===== config.mk =====
export PLATFORM = sky130hd
export DESIGN_NAME = stream_downsizer
export DESIGN_NICKNAME = d
export VERILOG_FILES = /design/src/rtl/stream_pkg.sv /design/src/rtl/stream_downsizer.sv
export SDC_FILE = /design/constraint.sdc
export NUM_CORES = 1
export LEC_CHECK = 0
export BUFFER_PORTS_ARGS = -buffer_cell sky130_fd_sc_hd__buf_4
export CORE_MARGIN = 3
export CORE_UTILIZATION = 40
export DETAILED_ROUTE_END_ITERATION = 7
export SLEW_MARGIN = 20
export SYNTH_ARGS = -nofsm -noshare
export SYNTH_HDL_FRONTEND = slang
export SYNTH_SLANG_ARGS = --single-unit

===== constraint.sdc =====
create_clock -name clk -period 3.3 [get_ports clk]
set_input_delay 0.165 -clock clk [delete_from_list [all_inputs] [get_ports clk]]
set_output_delay 0.165 -clock clk [all_outputs]
set_load 0.02 [all_outputs]

===== src/rtl/stream_pkg.sv =====
// Shared widths, FSM state type and counter-width helper for the stream width converters.
package stream_pkg;

  localparam int STREAM_WORD_W = 32;
  localparam int STREAM_BYTE_W = 8;

  typedef enum logic {
    EMPTY = 1'b0,
    SEND  = 1'b1
  } stream_state_e;

  // A single-beat ratio would still need one flop, so never return zero.
  function automatic int cnt_width(input int ratio);
    int w;
    w = $clog2(ratio);
    return (w < 1) ? 1 : w;
  endfunction

endpackage


===== src/rtl/stream_downsizer.sv =====
// Splits each IN_WIDTH word into RATIO OUT_WIDTH beats on a valid/ready stream.
// Define STREAM_DOWNSIZER_MSB_FIRST_EN to emit the most-significant slice first.
//
//   state | meaning
//   EMPTY | no word held, in_ready=1
//   SEND  | word held in data_q, slice beat_q presented on out_*
module stream_downsizer
  import stream_pkg::*;
#(
  parameter int IN_WIDTH  = STREAM_WORD_W,
  parameter int OUT_WIDTH = STREAM_BYTE_W
) (
  input  logic                 clk,
  input  logic                 rst,
  input  logic                 in_valid,
  output logic                 in_ready,
  input  logic [IN_WIDTH-1:0]  in_data,
  output logic                 out_valid,
  input  logic                 out_ready,
  output logic [OUT_WIDTH-1:0] out_data,
  output logic                 out_last
);

  localparam int RATIO = IN_WIDTH / OUT_WIDTH;
  localparam int CNT_W = cnt_width(RATIO);
  localparam logic [CNT_W-1:0] LAST_BEAT = CNT_W'(RATIO - 1);

  if (((IN_WIDTH % OUT_WIDTH) != 0) || (RATIO < 2)) begin : g_bad_params
    $fatal(1, "stream_downsizer: IN_WIDTH must be a multiple of OUT_WIDTH with ratio >= 2");
  end

  stream_state_e        state_q, state_d;
  logic [CNT_W-1:0]     beat_q, beat_d;
  logic [IN_WIDTH-1:0]  data_q, data_d;
  logic                 at_last;

  assign at_last   = (beat_q == LAST_BEAT);
  assign out_valid = (state_q == SEND);
  assign out_last  = out_valid && at_last;
  // Combinational through out_ready so the next word lands on the final beat with no bubble.
  assign in_ready  = (state_q == EMPTY) || (out_ready && at_last);

  always_comb begin
    out_data = '0;
    for (int k = 0; k < RATIO; k++) begin
      if (beat_q == CNT_W'(k)) begin
`ifdef STREAM_DOWNSIZER_MSB_FIRST_EN
        out_data = data_q[IN_WIDTH-1-k*OUT_WIDTH -: OUT_WIDTH];
`else
        out_data = data_q[k*OUT_WIDTH +: OUT_WIDTH];
`endif
      end
    end
  end

  always_comb begin
    state_d = state_q;
    beat_d  = beat_q;
    data_d  = data_q;
    case (state_q)
      EMPTY: begin
        if (in_valid) begin
          data_d  = in_data;
          beat_d  = '0;
          state_d = SEND;
        end
      end
      SEND: begin
        if (out_ready) begin
          if (at_last) begin
            beat_d = '0;
            if (in_valid) begin
              data_d = in_data;
            end else begin
              state_d = EMPTY;
            end
          end else begin
            beat_d = beat_q + CNT_W'(1);
          end
        end
      end
      default: begin
        state_d = EMPTY;
        beat_d  = '0;
      end
    endcase
  end

  always_ff @(posedge clk) begin
    if (rst) begin
      state_q <= EMPTY;
      beat_q  <= '0;
      data_q  <= '0;
    end else begin
      state_q <= state_d;
      beat_q  <= beat_d;
      data_q  <= data_d;
    end
  end

endmodule


After elaboration in Yosys (flattened, before gate mapping)
Index checks and enable logic that the tools add are counted.

Output and inout bits: 11. Logic and storage cells: 33. Register bits after elaboration: 35.

Mux-type cells: 16. Bitwise gates (word level): 1. Eq/ne operators: 6. Add/subtract/negate cells: 1. Reductions and logical operators: 6.

Operators with widths (number): $mux 32 (3); $pmux 32 s2 (1); $mux 8 (4); $mux 2 (3); $eq 2x2->1 const B (2); $ne 2x2->1 const B (2); $pmux 2 s2 (1); $reduce_and 2->1 (2); $mux 1 (3); $add 2x1->2 const B (1); $eq 2x1->1 const B (1); $logic_and 1x1->1 (2); $logic_not 2->1 (1); $ne 2x1->1 const B (1); $pmux 1 s2 (1); $logic_or 1x1->1 (1); $not 1->1 (1).

Longest topological paths before layout
Gate-level depths: netlist (run 1).

Depth in word-level cells: 5. Gate-level depth with buffers: 7. Depth with buffers taken out: 5.

Worst setup path before layout (run 1)
No wires, ideal clock.

Path kind: reg-to-output. Start point: reg beat_q[0]. End point: out out_data[3]. Path slack: 1.777 ns. Arrival: 1.358 ns. Stages on the path, launching flop included: 8. Required time: 3.135 ns. Cell sequence: dfxtp_1 inv_1 ha_1 clkbuf_1 buf_2 a21oi_1 o21ai_0 a22o_1.

Word-level cells in the longest chain between the ends: 5.

Ends and longest elaborated chain: from (decl) (line stream_downsizer.sv:33) `logic [CNT_W-1:0] beat_q, beat_d;`; from (signal assigned) (line stream_downsizer.sv:96) `beat_q <= beat_d;`; $logic_not 2->1 (line stream_downsizer.sv:46) `if (beat_q == CNT_W'(k)) begin`; $mux 8 (3 in series) (line stream_downsizer.sv:46); $mux 8 * (line stream_downsizer.sv:46); to (decl) (line stream_downsizer.sv:20) `output logic [OUT_WIDTH-1:0] out_data,`.

Every way passes the cells marked *; elsewhere a longest branch is shown, timed or not.

Worst setup path in the final report (run 1)
Start point: reg beat_q[0]. End point: out out_data[6].

Same word-level chain as after synthesis.

==> impl_metrics.ini, run 1 <==
[outcome]
run_status = finished clean

[sta]
finalHoldViolations = 0
worst-slew-pin-transition_ns = 0.652
max_freq_mhz = 496
hold_slack_ns = 0.117
finalSetupViolations = 0
finClkSkew_ns = 0.00333
layout_min_cycle_time_ns = 2.02
slew_headroom_pct = 56.5
final_max_slew_viol_count = 0
fin_tns_setup_ns = 0
final_clock_period_utilization_by_the_worst_path_pct = 61.1
rsz_0062_raised_after_global_routing = false

[grt]
grt_first_pass_wirelength_um = 6210
via_count_of_the_first_global_routing_pass = 1359
grt_remaining_overflow = 0
antenna_violations_before_repair = 0
globalRouteTotalUtil_pct = 14.5
grt_start_max_net_pins = 68

[setup_path]
critical_path.cell_chain = inv_1 -> ha_1 -> a21oi_1 -> o21ai_0 -> a22o_1 -> buf_4
worstReg2RegStart = beat_q[0]$_SDFFE_PP0P_
critical-path-slowest-cell = sky130_fd_sc_hd__ha_1
reg2regPathDepth = 5
setup.worst_path.class = flip-flop to output pin
r2r_setup_slack_ns = 1.45
critical_path.reg2reg.endpoint = data_q[23]$_SDFFE_PP0P_
critical_path_peak_fanout = 16
end_of_the_critical_path = out_data[6]
cp-startpoint = beat_q[0]$_SDFFE_PP0P_
arrival_ns = 1.85
critPathMaxStageDelay_ns = 0.39
cp.required_ns = 3.13
critPathCaptureType = output pin
nature_of_the_critical_path_startpoint = flip-flop

[yosys]
warnings_synthesis = 0
synth_area_um2 = 1930
synth_edf_count = 0
synth.net_count = 254
synth.yosys.seq_area_share_pct = 36.2
synth.area.top_cells = sky130_fd_sc_hd__dfxtp_1 36%, sky130_fd_sc_hd__nand2b_1 21%, sky130_fd_sc_hd__mux2i_1 17%, sky130_fd_sc_hd__a21oi_1 4.4%, sky130_fd_sc_hd__a22o_1 3.6%
postSynth.topFlopCell = sky130_fd_sc_hd__dfxtp_1
synth_top_area_cell = sky130_fd_sc_hd__dfxtp_1
synthArstFlopShare_pct = 0
synth_top_cells_by_count = 64 x sky130_fd_sc_hd__nand2b_1, 35 x sky130_fd_sc_hd__dfxtp_1, 33 x sky130_fd_sc_hd__mux2i_1
syn_avg_cell_area_um2 = 9.04
synth_cell_type_count = 20
yosys.cell_count.top_type = sky130_fd_sc_hd__nand2b_1
synth.ff_latch_count = 35
synthDominantCellAreaShare_pct = 36.2
synthCells = 214

[die]
placeableCoreArea_um2 = 4500
floorplan.die.width_um = 75.5
design.die.area_um2 = 5710
top_level_ports = 47
die-height_um = 75.5
floorplan.rows = 24
start_util_pct = 42.9

[run]
maxcap_violations = 0

[cells_and_area]
core_occupancy_in_the_finished_layout_pct = 52.0
antenna_cells_inserted = 0
n_fill_cell = 469
area_growth_syn_to_layout_pct = 21.1
multi_input_area_um2 = 1070
final_layout_size_suffix_gt1_share_pct = 22.9
layoutNonFillerInstCount = 305
final-seq-area_um2 = 701
nNetsFinal = 292

[cts]
cts.hold.buffers_added = 0
htree_num_levels = 2
register_clock_pin_slew_on_the_reported_worst_setup_and_hold_paths_ns = 0.07
cts_setup_buffers = 0
numCtsBuffers = 5
clock_tree_from_tritoncts = done
cts.repair.resized = 0
sink_count_of_the_clock_tree = 35
clock_path_buffers = 2
worstSkewPairLatency_ns = 0.28
clockRootBuffer = sky130_fd_sc_hd__clkbuf_8

[pwr]
p_leak_nw = 0.989
finalPower_mw = 0.964
power.density_cell_area_nw_per_um2 = 412
irDropWorstVdd_mv = 0.199

[routing]
detail_route.drc_violations = 0
firstDrtPassIters = 4
drt-wirelength-per-cell_um = 12.4
drt_initial_violations = 86
routed-via-count = 1442
post_route_wl_um = 3780
post_drt_via_cell_ratio = 4.73
antenna_violating_nets_post_route = 0

[placement]
numPortBuffers = 46
routabilityCongestion = 0.718
detailed_placer_s_ending_hpwl_um = 2770
placedCellCount = 297

[hold_path]
timing.hold.worst.class = input port to flip-flop
==> how the worst min path moves through the flow <==
stage                     startpoint                    to  slack (ns)  cells past startpoint
after detailed placement    in_valid  out_valid$_SDFF_PP0_        0.41                      3
after floorplan             in_valid  out_valid$_SDFF_PP0_        0.29                      2
after global placement      in_valid  out_valid$_SDFF_PP0_        0.41                      3
after global routing        in_valid  out_valid$_SDFF_PP0_        0.14                      3
after CTS                   in_valid  out_valid$_SDFF_PP0_        0.11                      3
final                       in_valid  out_valid$_SDFF_PP0_        0.12                      3
==> power breakdown <==
part	total, mW	internal, mW	switching, mW
Clock	0.332	0.190	0.142
Combinational	0.167	0.0914	0.0759
Sequential	0.465	0.449	0.0157
Total	0.964	0.731	0.233
==> layout make-up <==
cell class / instances / share of cell area [%]
Multi-Input combinational cell: 151 / 45.9
Sequential cell: 35 / 29.9
Timing Repair Buffer: 48 / 15.4
Clock buffer: 8 / 4.27
Tap cell: 52 / 2.78
Inverter: 11 / 1.76
==> placed cells by master (no fill, tap or decap), drive strengths merged <==
master	n
a21oi	17
nand2b	64
a22o	8
nand2	9
nor2	3
nor2b	1
buf	48
a32oi	1
nand3	1
and2	1
clkbuf	8
ha	4
mux2i	33
o21ai	8
a21boi	1
inv	11
dfxtp	35
==> critical path: cells and delay by family (launching register included) <==
kind / cells / cell delay, ns
AO/OA/AOI/OAI: 3 / 0.55
buffers and inverters: 2 / 0.25
adder cells (fa/ha/maj): 1 / 0.39
flip-flops: 1 / 0.37
==> cells by family after synthesis <==
| logic type | share of synthesized area, % |
|---|---|
| flip-flops | 36.2 |
| buffers and inverters | 8.47 |
| multiplexers | 17.1 |
| AO/OA/AOI/OAI | 11.5 |
| AND/OR/NAND/NOR | 24.1 |
| adder cells (fa/ha/maj) | 2.59 |
==> metal layers <==
layer  wire, µm  part of all wire, %  global-route usage (%)
met1       1840                   49                    19.9
met2       1700                   45                    21.9
met3        200                  5.3                    4.22
met4         44                  1.2                    4.66
met5          0                    0                       0
==> flip-flops by register name, summed over array words and instances (netlist names) <==
signal,count
data_q,32
out_valid,1
beat_q,2
==> per-stage QoR <==
stage | cell area [µm²] | setup WS [ns]
after floorplan | 1930 | 1.78
after global placement | 2240 | 1.54
after detailed placement | 2240 | 1.45
after CTS | 2340 | 1.27
after global routing | 2340 | 1.06
final | 2340 | 1.28
(Power assumes the default switching activity.)
==> inputs of run 2 (changes only) <==
==> constraint.sdc (replaced) <==
create_clock -name clk -period 2 [get_ports clk]
set_input_delay 0.1 -clock clk [delete_from_list [all_inputs] [get_ports clk]]
set_output_delay 0.1 -clock clk [all_outputs]
set_load 0.02 [all_outputs]
==> run 2 against run 1 <==
Compared with the run above: global-route usage about the same; clock power up 67%; sequential power up 66%; worst setup slack worse by 1.1 ns; core utilization up 0.39 points; worst hold slack worse by 0.068 ns; critical path depth unchanged; via count up 0.35%; clock skew up 0.00062 ns; cell area up 0.75%; sequential cell count unchanged; total power up 66%.
==> impl_metrics.ini, run 2 (synthesized netlist as in run 1, its figures left out) <==
[pwr]
power.density_cell_area_nw_per_um2 = 678
p_leak_nw = 0.991
irDropWorstVdd_mv = 0.282
finalPower_mw = 1.60

[die]
floorplan.die.width_um = 75.5
design.die.area_um2 = 5710
placeableCoreArea_um2 = 4500
start_util_pct = 42.9
top_level_ports = 47
die-height_um = 75.5
floorplan.rows = 24

[grt]
via_count_of_the_first_global_routing_pass = 1323
grt_start_max_net_pins = 68
grt_remaining_overflow = 0
globalRouteTotalUtil_pct = 14.5
antenna_violations_before_repair = 0
grt_first_pass_wirelength_um = 6150

[cells_and_area]
max_ffs_per_register = 32
nNetsFinal = 292
layoutNonFillerInstCount = 305
area_growth_syn_to_layout_pct = 22.0
antenna_cells_inserted = 0
n_fill_cell = 447
multi_input_area_um2 = 1080
registers.top_by_ff_count = data_q
mostFrequentLayoutCell = sky130_fd_sc_hd__nand2b_1
final_layout_size_suffix_gt1_share_pct = 23.7
most-common-layout-cells = 64 x sky130_fd_sc_hd__nand2b_1, 47 x sky130_fd_sc_hd__buf_4, 35 x sky130_fd_sc_hd__dfxtp_1
post-route-cell-area_um2 = 2360
final-seq-area_um2 = 701

[cts]
htree_num_levels = 2
sink_count_of_the_clock_tree = 35
cts_setup_buffers = 0
register_clock_pin_slew_on_the_reported_worst_setup_and_hold_paths_ns = 0.07
clock_path_buffers = 2
clock_tree_from_tritoncts = done
numCtsBuffers = 5
clockRootBuffer = sky130_fd_sc_hd__clkbuf_8
worstSkewPairLatency_ns = 0.28

[sta]
worst-slew-pin-transition_ns = 0.445
finClkSkew_ns = 0.00396
finalHoldViolations = 0
fin_tns_setup_ns = 0
max_freq_mhz = 554
slew_headroom_pct = 70.3
final_clock_period_utilization_by_the_worst_path_pct = 90.2
finalSetupViolations = 0
layout_min_cycle_time_ns = 1.80
rsz_0062_raised_after_global_routing = false
final_max_slew_viol_count = 0

[setup_path]
cp.required_ns = 1.90
critical_path.cell_chain = inv_1 -> ha_2 -> a21oi_1 -> o21ai_0 -> a22o_1 -> buf_4
critical_path_peak_fanout = 16
critPathMaxStageDelay_ns = 0.38
gate_family_responsible_for_the_most_delay_along_the_worst_path = compound AO/OA/AOI/OAI gates
arrival_ns = 1.70
critPathCaptureType = output pin
critical-path-slowest-cell = sky130_fd_sc_hd__dfxtp_1
setup.worst_path.class = flip-flop to output pin
path_buf_inv = 2
nature_of_the_critical_path_startpoint = flip-flop

[placement]
placement.cell_area_um2 = 2250
routabilityCongestion = 0.767
detailed_placer_s_ending_hpwl_um = 2780
numPortBuffers = 46
placedCellCount = 297

[routing]
antenna_violating_nets_post_route = 0
detail_route.drc_violations = 0
drt-wirelength-per-cell_um = 12.6
firstDrtPassIters = 4
routed-via-count = 1447
drt_initial_violations = 63
post_route_wl_um = 3850
post_drt_via_cell_ratio = 4.74

[hold_path]
timing.hold.worst.class = input port to flip-flop

[outcome]
run_status = finished clean

[run]
maxcap_violations = 0
run 2: cell types whose count changed in the layout (fill, tap and decap cells not counted):
cell and delta:
sky130_fd_sc_hd__ha_1 -2, sky130_fd_sc_hd__buf_4 -1, sky130_fd_sc_hd__buf_12 +1, sky130_fd_sc_hd__ha_2 +2
run 2: area by class of cell:
cell class	instances	area share (%)
Tap cell	52	2.76
Sequential cell	35	29.7
Clock buffer	8	4.24
Inverter	11	1.75
Timing Repair Buffer	48	15.8
Multi-Input combinational cell	151	45.8
run 2: metal layers:
layer  track usage [%]  part of all wire [%]
met1              20.2                    50
met2              21.1                    45
met3              5.15                   5.4
met4              4.08                  0.39
met5                 0                     0
run 2: power by group:
group / total (mW) / internal [mW] / switching [mW]
Clock: 0.554 / 0.314 / 0.239
Sequential: 0.770 / 0.741 / 0.0285
Combinational: 0.278 / 0.153 / 0.124
run 2: through the flow:
stage               util (%)  hold WS, ns  worst slack [ns]
floorplan                  -        0.221             0.542
global placement        50.1        0.336             0.418
detailed placement      50.1        0.344             0.387
CTS                     52.3       0.0429            0.0674
global route            52.4       0.0680            0.0426
finish                  52.4       0.0493             0.197
run 2: worst register-to-register path: cells and delay by family, from the launching register on:
kind,cells,cell delay (ns)
fa+ha+maj,1,0.26
simple gates,1,0.13
flops,1,0.38
compound gates,1,0.09
mux,1,0.25
buf+inv,1,0.25
run 2: path summary, 6_finish.rpt:
path | from | endpoint | slack [ns] | cells past startpoint
setup / recovery | beat_q[0]$_SDFFE_PP0P_ | out_data[5] | 0.20 | 6
hold / removal | in_valid | out_valid$_SDFF_PP0_ | 0.05 | 3
setup reg to reg | beat_q[0]$_SDFFE_PP0P_ | data_q[30]$_SDFFE_PP0P_ | 0.57 | 5
hold reg to reg | data_q[22]$_SDFFE_PP0P_ | data_q[22]$_SDFFE_PP0P_ | 0.47 | 2
run 2: repair_timing:
action                                  4_1_cts  5_1_grt
endpoints found under the setup margin        0        7
resized for setup                             0        2
hold buffers                                  0        0
==> inputs of run 3 (changes only) <==
--- a/config.mk
+++ b/config.mk
@@ -6,6 +6,7 @@
 export NUM_CORES = 1
 export LEC_CHECK = 0
 export BUFFER_PORTS_ARGS = -buffer_cell sky130_fd_sc_hd__buf_4
+export CORE_ASPECT_RATIO = 0.5
 export CORE_MARGIN = 3
 export CORE_UTILIZATION = 40
 export DETAILED_ROUTE_END_ITERATION = 7
==> run 3 against run 2 <==
Compared with the run above: clock skew is 0.0016 ns higher; die area rose by 0.89%; maximum frequency fell by 5.1%; clock power increased by 4.3%; combinational power hardly changed; sequential share of layout area fell by 0.25 points; total power rose by 1.7%; non-clock buffer count did not move; first-iteration DRC count is 24% higher; sequential cell count did not move; critical endpoint is now out_data[3]; largest power group unchanged; highest routed layer unchanged.
==> impl_metrics.ini, run 3 (synthesized netlist as in run 1, its figures left out) <==
[outcome]
run_status = finished clean

[routing]
routed-via-count = 1495
drt_initial_violations = 78
firstDrtPassIters = 4
post_drt_via_cell_ratio = 4.69
detail_route.drc_violations = 0
post_route_wl_um = 4100
drt-wirelength-per-cell_um = 12.9
antenna_violating_nets_post_route = 0

[hold_path]
hold_path_startpoint = in_valid
timing.hold.worst.class = input port to flip-flop
hold-path-cell-count = 3

[sta]
final_max_slew_viol_count = 0
layout_min_cycle_time_ns = 1.90
timing.final.ws_setup_ns = 0.101
worst-slew-pin-transition_ns = 0.457
rsz_0062_raised_after_global_routing = false
fin_tns_setup_ns = 0
final_clock_period_utilization_by_the_worst_path_pct = 95.0
finClkSkew_ns = 0.00555
max_freq_mhz = 526
slew_headroom_pct = 69.5
finalHoldViolations = 0
finalSetupViolations = 0

[cells_and_area]
max_ffs_per_register = 32
nNetsFinal = 292
registers.top_by_ff_count = data_q
most-common-layout-cells = 64 x sky130_fd_sc_hd__nand2b_1, 47 x sky130_fd_sc_hd__buf_4, 35 x sky130_fd_sc_hd__dfxtp_1
antenna_cells_inserted = 0
final_layout_size_suffix_gt1_share_pct = 24.1
area_growth_syn_to_layout_pct = 23.0
mostFrequentLayoutCell = sky130_fd_sc_hd__nand2b_1

[die]
design.die.area_um2 = 5760
floorplan.rows = 17
top_level_ports = 47
start_util_pct = 42.7
placeableCoreArea_um2 = 4530
floorplan.die.width_um = 104
die-height_um = 55.2

[placement]
routabilityCongestion = 0.766
numPortBuffers = 46
detailed_placer_s_ending_hpwl_um = 2870
place_ws_ns = 0.294

[cts]
clockRootBuffer = sky130_fd_sc_hd__clkbuf_8
cts.repair.resized = 1
cts.hold.buffers_added = 0
register_clock_pin_slew_on_the_reported_worst_setup_and_hold_paths_ns = 0.07
worstSkewPairLatency_ns = 0.30
sink_count_of_the_clock_tree = 35
cts_setup_buffers = 0
htree_num_levels = 2
clock_tree_from_tritoncts = done
clock_path_buffers = 2
numCtsBuffers = 5

[setup_path]
critical_path_peak_fanout = 16
nature_of_the_critical_path_startpoint = flip-flop
cp-startpoint = beat_q[0]$_SDFFE_PP0P_
reg2regPathDepth = 5
cp.required_ns = 1.90
setup.worst_path.class = flip-flop to output pin
critical-path-slowest-cell = sky130_fd_sc_hd__dfxtp_1
critPathCaptureType = output pin
critPathMaxStageDelay_ns = 0.39
worstReg2RegStart = beat_q[1]$_SDFFE_PP0P_
arrival_ns = 1.80
critical_path.cell_chain = inv_1 -> ha_2 -> a21oi_1 -> o21ai_0 -> a22o_1 -> buf_4

[run]
maxcap_violations = 0

[grt]
grt_first_pass_wirelength_um = 6430
via_count_of_the_first_global_routing_pass = 1345
grt_start_max_net_pins = 68
globalRouteTotalUtil_pct = 14.8
antenna_violations_before_repair = 0
grt_remaining_overflow = 0

[pwr]
irDropWorstVdd_mv = 0.284
p_leak_nw = 0.990
power.density_cell_area_nw_per_um2 = 684
run 3: stage by stage:
stage,hold slack (ns),cells,cell area (µm²),power (mW),util (%)
2_1_floorplan,0.221,214,1930,0.966,-
3_3_place_gp,0.334,311,2270,1.06,50.2
3_5_place_dp,0.337,311,2270,1.07,50.2
4_1_cts,0.0316,319,2370,1.64,52.4
5_1_grt,0.0327,319,2380,1.70,52.5
6_report,0.0281,319,2380,1.63,52.5
run 3: worst paths after layout:
path	endpoint	slack, ns
hold reg to reg	data_q[21]$_SDFFE_PP0P_	0.48
hold / removal	out_valid$_SDFF_PP0_	0.03
setup reg to reg	data_q[12]$_SDFFE_PP0P_	0.53
setup / recovery	out_data[3]	0.10
run 3: metal layers:
metal,GRT usage [%],wire length (µm),vias up,part of all wire [%]
met5,0,0,-,0
met4,4.64,48,0,1.2
met3,6.60,204,5,5.0
met2,22.3,1660,24,40
met1,19.3,2190,691,53
li1,-,-,775,-
run 3: critical path, delay by kind of cell, from the launching register on:
kind	cells	cell delay, ns
buffers and inverters	2	0.25
AOI/OAI and AO/OA	3	0.55
adders and majority gates	1	0.30
DFF	1	0.39
run 3: final cells by class:
cell class                 instances  area [µm²]
sequential                        35         701
multi-input combinational        151        1080
tap                               66        82.6
fill                             447        2150
inverter                          11        41.3
clock buffer                       8         100
timing repair buffer              48         373
run 3: power by group:
group,switching [mW],internal [mW],leakage (nW)
clock,0.263,0.314,0.0515
combinational,0.127,0.154,0.651
sequential,0.0280,0.741,0.288
total,0.418,1.21,0.990
